`src/rtl/pipe_pkg.sv`:
```
// Shared definitions for pipeline stage registers: state and action encodings,
// and the fill used to build the default bubble payload.
package pipe_pkg;

  typedef enum logic [1:0] {
    ST_EMPTY  = 2'd0,
    ST_LOADED = 2'd1,
    ST_HELD   = 2'd2
  } state_t;

  typedef enum logic [1:0] {
    ACT_FLUSH  = 2'd0,
    ACT_BUBBLE = 2'd1,
    ACT_HOLD   = 2'd2,
    ACT_ADV    = 2'd3
  } action_t;

  // A bubble payload defaults to every bit equal to NOP_FILL.
  localparam logic NOP_FILL        = 1'b0;
  localparam int   NOP_DEFAULT_W   = 70;
  localparam logic [NOP_DEFAULT_W-1:0] NOP_DEFAULT = {NOP_DEFAULT_W{NOP_FILL}};

endpackage

```
`src/rtl/pipe_stage_reg_sat_counter.sv`:
```
// Saturating up-counter with synchronous reset and clear; clear wins over increment.
module sat_counter #(
  parameter int W = 16
) (
  input  logic         clk,
  input  logic         reset,
  input  logic         clr,
  input  logic         inc,
  output logic [W-1:0] q
);

  logic [W-1:0] r_count;

  always_ff @(posedge clk) begin
    if (reset || clr) begin
      r_count <= '0;
    end else if (inc && (r_count != {W{1'b1}})) begin
      r_count <= r_count + 1'b1;
    end
  end

  assign q = r_count;

endmodule

```
`src/rtl/pipe_stage_reg.sv`:
```
// Pipeline stage register with stall/bubble/flush control and event statistics.
// One action is decoded per cycle and applied in a single registered update.
module pipe_stage_reg
  import pipe_pkg::*;
#(
  parameter int               WIDTH     = 70,
  parameter int               STALL_W   = 6,
  parameter int               STAGE     = 3,
  parameter logic [WIDTH-1:0] NOP_VALUE = {WIDTH{NOP_FILL}},
  parameter int               CNT_W     = 16
) (
  input  logic               clk,
  input  logic               reset,
  input  logic [STALL_W-1:0] stall,
  input  logic               flush,
  input  logic               cnt_clr,
  input  logic               in_valid,
  input  logic [WIDTH-1:0]   in_data,
  output logic               out_valid,
  output logic [WIDTH-1:0]   out_data,
  output logic [1:0]         state,
  output logic [CNT_W-1:0]   bubble_cnt,
  output logic [CNT_W-1:0]   hold_cnt,
  output logic [CNT_W-1:0]   hold_run
);

  logic             w_up;
  logic             w_dn;
  logic             w_unused_stall;
  action_t          w_act;
  logic             w_valid_next;
  logic [WIDTH-1:0] w_data_next;
  state_t           w_state_next;

  logic             r_valid;
  logic [WIDTH-1:0] r_data;
  state_t           r_state;

  assign w_up = stall[STAGE];

  // The last stage has no downstream stall bit, so it can only bubble, never hold.
  generate
    if (STAGE < STALL_W - 1) begin : g_dn
      assign w_dn = stall[STAGE+1];
    end else begin : g_dn_top
      assign w_dn = 1'b0;
    end
  endgenerate

  assign w_unused_stall = ^stall;

  always_comb begin
    w_act = ACT_ADV;
    if (flush) begin
      w_act = ACT_FLUSH;
    end else if (w_up && !w_dn) begin
      w_act = ACT_BUBBLE;
    end else if (w_up) begin
      w_act = ACT_HOLD;
    end

    w_valid_next = r_valid;
    w_data_next  = r_data;
    w_state_next = r_state;
    case (w_act)
      ACT_FLUSH, ACT_BUBBLE: begin
        w_valid_next = 1'b0;
        w_data_next  = NOP_VALUE;
        w_state_next = ST_EMPTY;
      end
      ACT_HOLD: begin
        w_state_next = (r_state == ST_EMPTY) ? ST_EMPTY : ST_HELD;
      end
      ACT_ADV: begin
        w_valid_next = in_valid;
        w_data_next  = in_valid ? in_data : NOP_VALUE;
        w_state_next = in_valid ? ST_LOADED : ST_EMPTY;
      end
      default: begin
        w_valid_next = 1'b0;
        w_data_next  = NOP_VALUE;
        w_state_next = ST_EMPTY;
      end
    endcase
  end

  always_ff @(posedge clk) begin
    if (reset) begin
      r_valid <= 1'b0;
      r_data  <= NOP_VALUE;
      r_state <= ST_EMPTY;
    end else begin
      r_valid <= w_valid_next;
      r_data  <= w_data_next;
      r_state <= w_state_next;
    end
  end

  assign out_valid = r_valid;
  assign out_data  = r_data;
  assign state     = r_state;

  sat_counter #(.W(CNT_W)) u_bubble_cnt (
    .clk   (clk),
    .reset (reset),
    .clr   (cnt_clr),
    .inc   (w_act == ACT_BUBBLE),
    .q     (bubble_cnt)
  );

  sat_counter #(.W(CNT_W)) u_hold_cnt (
    .clk   (clk),
    .reset (reset),
    .clr   (cnt_clr),
    .inc   (w_act == ACT_HOLD),
    .q     (hold_cnt)
  );

  // The run length restarts on any non-hold action and ignores cnt_clr.
  sat_counter #(.W(CNT_W)) u_hold_run (
    .clk   (clk),
    .reset (reset),
    .clr   (w_act != ACT_HOLD),
    .inc   (w_act == ACT_HOLD),
    .q     (hold_run)
  );

endmodule
```
`config.mk`:
```
export PLATFORM = sky130hd
export DESIGN_NAME = pipe_stage_reg
export DESIGN_NICKNAME = d
export VERILOG_FILES = /design/src/rtl/pipe_pkg.sv /design/src/rtl/pipe_stage_reg_sat_counter.sv /design/src/rtl/pipe_stage_reg.sv
export SDC_FILE = /design/constraint.sdc
export NUM_CORES = 1
export LEC_CHECK = 0
export ABC_CLOCK_PERIOD_IN_PS = 2000
export CAP_MARGIN = 20
export CORE_ASPECT_RATIO = 1.25
export CORE_MARGIN = 2
export CORE_UTILIZATION = 35
export DETAILED_ROUTE_END_ITERATION = 6
export PLACE_DENSITY = 0.73
export SYNTH_ARGS = -nofsm -noshare
export SYNTH_HDL_FRONTEND = slang
export SYNTH_HIERARCHICAL = 1
export SYNTH_SLANG_ARGS = --single-unit
```
`constraint.sdc`:
```
create_clock -name clk -period 2 [get_ports clk]
set_input_delay 0.2 -clock clk [delete_from_list [all_inputs] [get_ports clk]]
set_output_delay 0.2 -clock clk [all_outputs]
set_load 0.02 [all_outputs]
```
* Word-level counts from Yosys, hierarchy flattened
Index checks and enable logic that the tools add are counted.
** Cells by class
- Equality and inequality tests :: 7
- Bitwise gates (word level) :: 0
- Multipliers :: 0
- Shift-type cells :: 0
- Reductions and logical operators :: 11
- Multiplexer cells :: 9
- Order comparisons :: 0
- Divide/modulo/power cells :: 0
- Add/sub/neg operators :: 3
** Operators by type and width (number)
- one-hot mux 70 bit (2 select lines) :: 1
- 2-to-1 mux 70 bit :: 1
- adder 16 x 1 -> 16 bit, second input constant :: 3
- inequality test 16 bit, second input constant :: 3
- 2-to-1 mux 2 bit :: 3
- one-hot mux 2 bit (3 select lines) :: 1
- equality test 2 bit, second input constant :: 2
- logical AND 1 bit :: 4
- zero test 2 bit :: 2
- equality test 2 x 1 -> 1 bit, second input constant :: 1
- logical OR 1 bit :: 2
- 2-to-1 mux 1 bit :: 2
- inequality test 2 bit, second input constant :: 1
- one-hot mux 1 bit (2 select lines) :: 1
- nonzero test 2 bit :: 1
- OR reduction 2 bit :: 1
- zero test 1 bit :: 1
** Word-level totals
- Output and inout port bits :: 121
- Input port bits :: 81
- Register bits :: 121
- Bits in latches :: 0
- Bits in writable memories :: 0
- Logic and storage cells :: 36
- Memories kept :: 0
- Memory bits (read-only) :: 0

* Longest topological paths before layout
Gate-level depths: netlist of the first run.
- Depth after elaboration :: 7
- Mapped depth :: 6
- Gate-level depth less buffers :: 6

* By module
The synthesis of the first run kept the hierarchy.
** Modules (own cells, without submodules)
- sat_counter :: instances 3, cells an instance 95, area an instance 847.1 sq um
- pipe_stage_reg :: instances 1, cells an instance 166, area an instance 2381.0 sq um

* Least setup slack after synthesis of the first run
No wires, ideal clock.
- Path type :: register -> register
- From :: register u_bubble_cnt.r_count[0], in the netlist u_bubble_cnt/q[0]
- To :: register u_bubble_cnt.r_count[5], in the netlist u_bubble_cnt/q[5]
- Slack :: 0.237 ns
- Data required time :: 1.884 ns
- Period minus slack after synthesis :: 1.763 ns
- Library setup time :: 0.116 ns
- Cell stages (with the launch flop) :: 5
- Arrival time :: 1.647 ns
- Cells stage by stage :: dfxtp_1 > ha_1 > nand3_1 > or4_4 > a41o_1
** On the way
- Longest elaborated chain between the ends :: 2
** Ends and longest elaborated chain
- start, declared :: line pipe_stage_reg_sat_counter.sv:12 : logic [W-1:0] r_count;
- start signal, assigned :: line pipe_stage_reg_sat_counter.sv:18 : r_count <= r_count + 1'b1;
- branches (longest 2 deep; another with adder 16 x 1 -> 16 bit)
Parallel ways; which one is timed is not known.
A chain may end at the register's enable or synchronous reset.

* Worst setup path after layout of the first run
- From :: register u_hold_run.r_count[0], in the netlist u_hold_run/q[0]
- To :: register u_hold_run.r_count[5], in the netlist u_hold_run/q[5]
** On the way
- Longest elaborated chain between the ends :: 2
** Ends and longest elaborated chain (line)
- start, declared :: pipe_stage_reg_sat_counter.sv:12
- start signal, assigned :: pipe_stage_reg_sat_counter.sv:18
- branches (longest 2 deep; another with adder 16 x 1 -> 16 bit)
Parallel ways; which one is timed is not known.

==> results of run 1 <==
-- through the flow --
| stage | instance area [um^2] | cells |
|---|---|---|
| global placement | 6990 | 814 |
| floorplan | 4920 | 451 |
| detailed placement | 6990 | 814 |
| CTS | 7680 | 845 |
| global route | 7700 | 845 |
| finish | 7700 | 845 |
-- critical path, stage by stage, from the launching register on --
cell and delay (ns):
dfxtp_1 0.40, ha_1 0.23, nand3_1 0.21, or4_4 0.64, a31oi_1 0.21, a41o_1 0.12
-- state kept, by name (all words and copies together), names as in the netlist --
signal / cells
out_data: 70
u_bubble_cnt/q: 16
out_valid: 1
u_hold_run/q: 16
state: 2
u_hold_cnt/q: 16
-- path summary, 6_finish.rpt --
check / start / to / slack [ns] / cells past startpoint
setup / recovery: u_hold_run/q[0] / u_hold_run/q[5] / 0.13 / 5
hold / removal: in_data[53] / out_data[53] / 0.38 / 2
setup reg to reg: u_hold_run/q[0] / u_hold_run/q[5] / 0.13 / 5
hold reg to reg: out_valid / out_valid / 0.46 / 1
-- routing by layer --
metal | wire length, um | vias up | global-route usage (%)
li1 | - | 2190 | -
met5 | 0 | - | 0
met1 | 5780 | 2202 | 20.6
met2 | 6570 | 178 | 30.5
met4 | 363 | 0 | 8.58
met3 | 1200 | 24 | 6.62
-- layout make-up --
class	count	area, um^2
clock inverter	12	246
tap	175	219
inverter	4	15.0
sequential	121	2420
timing repair buffer	213	2120
multi-input combinational	301	2230
clock buffer	19	443
fill	1203	6060
-- what timing repair did --
item / in CTS / in global routing
endpoints found under the setup margin: 0 / 2
buffers inserted: 0 / 0
gates resized for setup: 0 / 2
-- cells in the final DEF, fill, tap and decap left out, types with 12 or more instances in the layout --
cell / instances
buf_4: 14
a41o_1: 12
nand4_1: 15
nand3_1: 15
a22o_1: 70
nand2_1: 18
o21ai_0: 15
clkdlybuf4s50_1: 197
or3_1: 15
a21oi_1: 27
clkbuf_16: 17
and4_1: 12
nor2_1: 21
dfxtp_1: 121
-- logic make-up (layout without fill, tap and decap cells) --
group	count (synthesis)	in the layout	share of synthesized area, %
XOR/XNOR	9	9	1.60
buffers and inverters	29	248	5.97
AO/OA/AOI/OAI	153	153	24.1
adder cells (fa/ha/maj)	3	3	0.763
flip-flops	121	121	49.2
AND/OR/NAND/NOR	136	136	18.4
-- power groups by stage --
stage	clock (mW)	sequential, mW	combinational, mW
floorplan	0	2.54	0.0945
global placement	0	2.51	0.346
detailed placement	0	2.51	0.352
CTS	3.61	2.46	0.354
global route	3.73	2.46	0.375
finish	3.55	2.46	0.353
==> metrics.md, run 1 <==
| Metric | Value |
|---|---|
| Syn Inst Count | `451` |
| H-tree Lvls | `4` |
| Clock Skew | `between 0.005 and 0.006 ns` |
| First-pass GRT wire length | `between 20 and 25 mm` |
| Area contributors post-synth | `dfxtp_1 49%, a22o_1 12%, buf_12 2.8%` |
| CP Data Arrival Time | `between 2 and 2.5 ns` |
| Synth top cells by count | `121 x dfxtp_1, 70 x a22o_1, 27 x a21oi_1, 21 x nor2_1, 18 x nand2_1` |
| Psw | `about 1.2 mW` |
| Total inserted antenna cells | `0` |
| Logic pwr share | `around 5.6%` |
| CTS sink cnt | `roughly 120` |
| Total power | `6.36 mW` |
| Sw Share | `19.2%` |
| Register area share after synthesis | `49.2%` |
| Final Util | `56.0%` |
| Hold buffers post-CTS | `0` |
| Lkg Pwr | `~2.9 nW` |
| Die area | `~0.015 mm^2` |
| Most frequent cell after synthesis | `dfxtp_1` |
| Final worst slack | `approximately 0.13 ns` |
| Layout Nets | `742` |
| Setup violators final | `0` |
| Largest net degree at the start of global routing | `73` |
| Mapped Avg Cell Area | `between 10 and 15 um^2` |
| Crit path launch type | `flop` |
| Iter 0 DRT Violations | `160` |
| Slew Limit Fails | `0` |
| CTS Buf Count | `17` |
| Seq pwr share | `a little under 40%` |
| Final Hold Fails | `0` |
| Setup TNS | `0 ns` |
| Clock transition at the registers of the reported paths | `around 0.05 ns` |
| Crit path kind | `reg -> reg` |
| Max Cap Viol | `0` |
| Fin crit share | `~93%` |
| GR Overflow Total | `0` |
| Vias post-DR | `about 4,600` |
| Global-route usage over all layers | `approximately 18%` |
| Vias in the first global route | `~4,500` |
| Largest area contributor in the netlist | `dfxtp_1` |
| GPL Wtd Cong | `about 0.87` |
| Dpl ws | `-0.0352 ns` |
| Synth top area share | `49.2%` |
| Least-Margin Pin Slew | `between 0.6 and 0.7 ns` |
| CP endpoint kind | `flop` |
| Die width | `roughly 110 um` |
| Count of input and output buffers | `slightly below 200` |
| Int Power | `between 5 and 6 mW` |
| Library cells used by synthesis | `39` |
| Dpl hpwl | `9.89 mm` |
| Die Y | `roughly 140 um` |
| Yosys reg bits | `121` |
| Row Count | `between 40 and 50` |
| TritonCTS clock tree | `built` |
| Clock power frac | `55.8%` |
| Syn_nets | `~540` |
| Async SR Flop Fraction | `0%` |
| Proportion of layout cells with a drive suffix above 1 | `approximately a tenth` |
| Yosys warnings | `6` |
| Worst skew pair latency | `slightly above 0.4 ns` |
| Drt first pass iters | `4` |
| Drc violations | `0` |
| CP Data Required Time | `~2.4 ns` |
| # IOs | `between 200 and 250` |
| Max Freq | `0.535 GHz` |
| Max FO, Critical Path | `5` |
| DR WL/cell | `between 15 and 20 um` |
| RSZ-0062 raised after global routing | `true` |
| Root Buffer | `clkbuf_16` |
| Ys flop type | `dfxtp_1` |
| Area Overhead vs Synth | `56.4%` |
| Routed Antenna Nets | `0` |
| Number of antenna violations at the first check in global routing | `0` |
| Peak supply drop | `~0.53 mV` |
| Final wirelength | `13.9 mm` |
| Max_slew headroom | `roughly three fifths` |
| Pwr Density | `approximately 830 mW/mm^2` |
| Max Root-Sink Buffers | `2` |
| Fin crit period | `between 1.5 and 2 ns` |
| CORE AREA | `0.0138 mm^2` |
| EDFF count, synth | `0` |
| WHS | `approximately 0.38 ns` |
| Initial core utilization | `a little over a third` |
| Outcome | `finished clean` |
| Type of the most critical hold path | `in -> reg` |
| Mapped Area | `0.00492 mm^2` |
| Vias per cell | `5.44` |
(Power assumes the default switching activity.)
==> run 2: changes to the inputs <==
CAP_MARGIN = not set   (was 20)
==> results of run 2 <==
No change in the layout: final DEF, timing and power equal those of run 1.
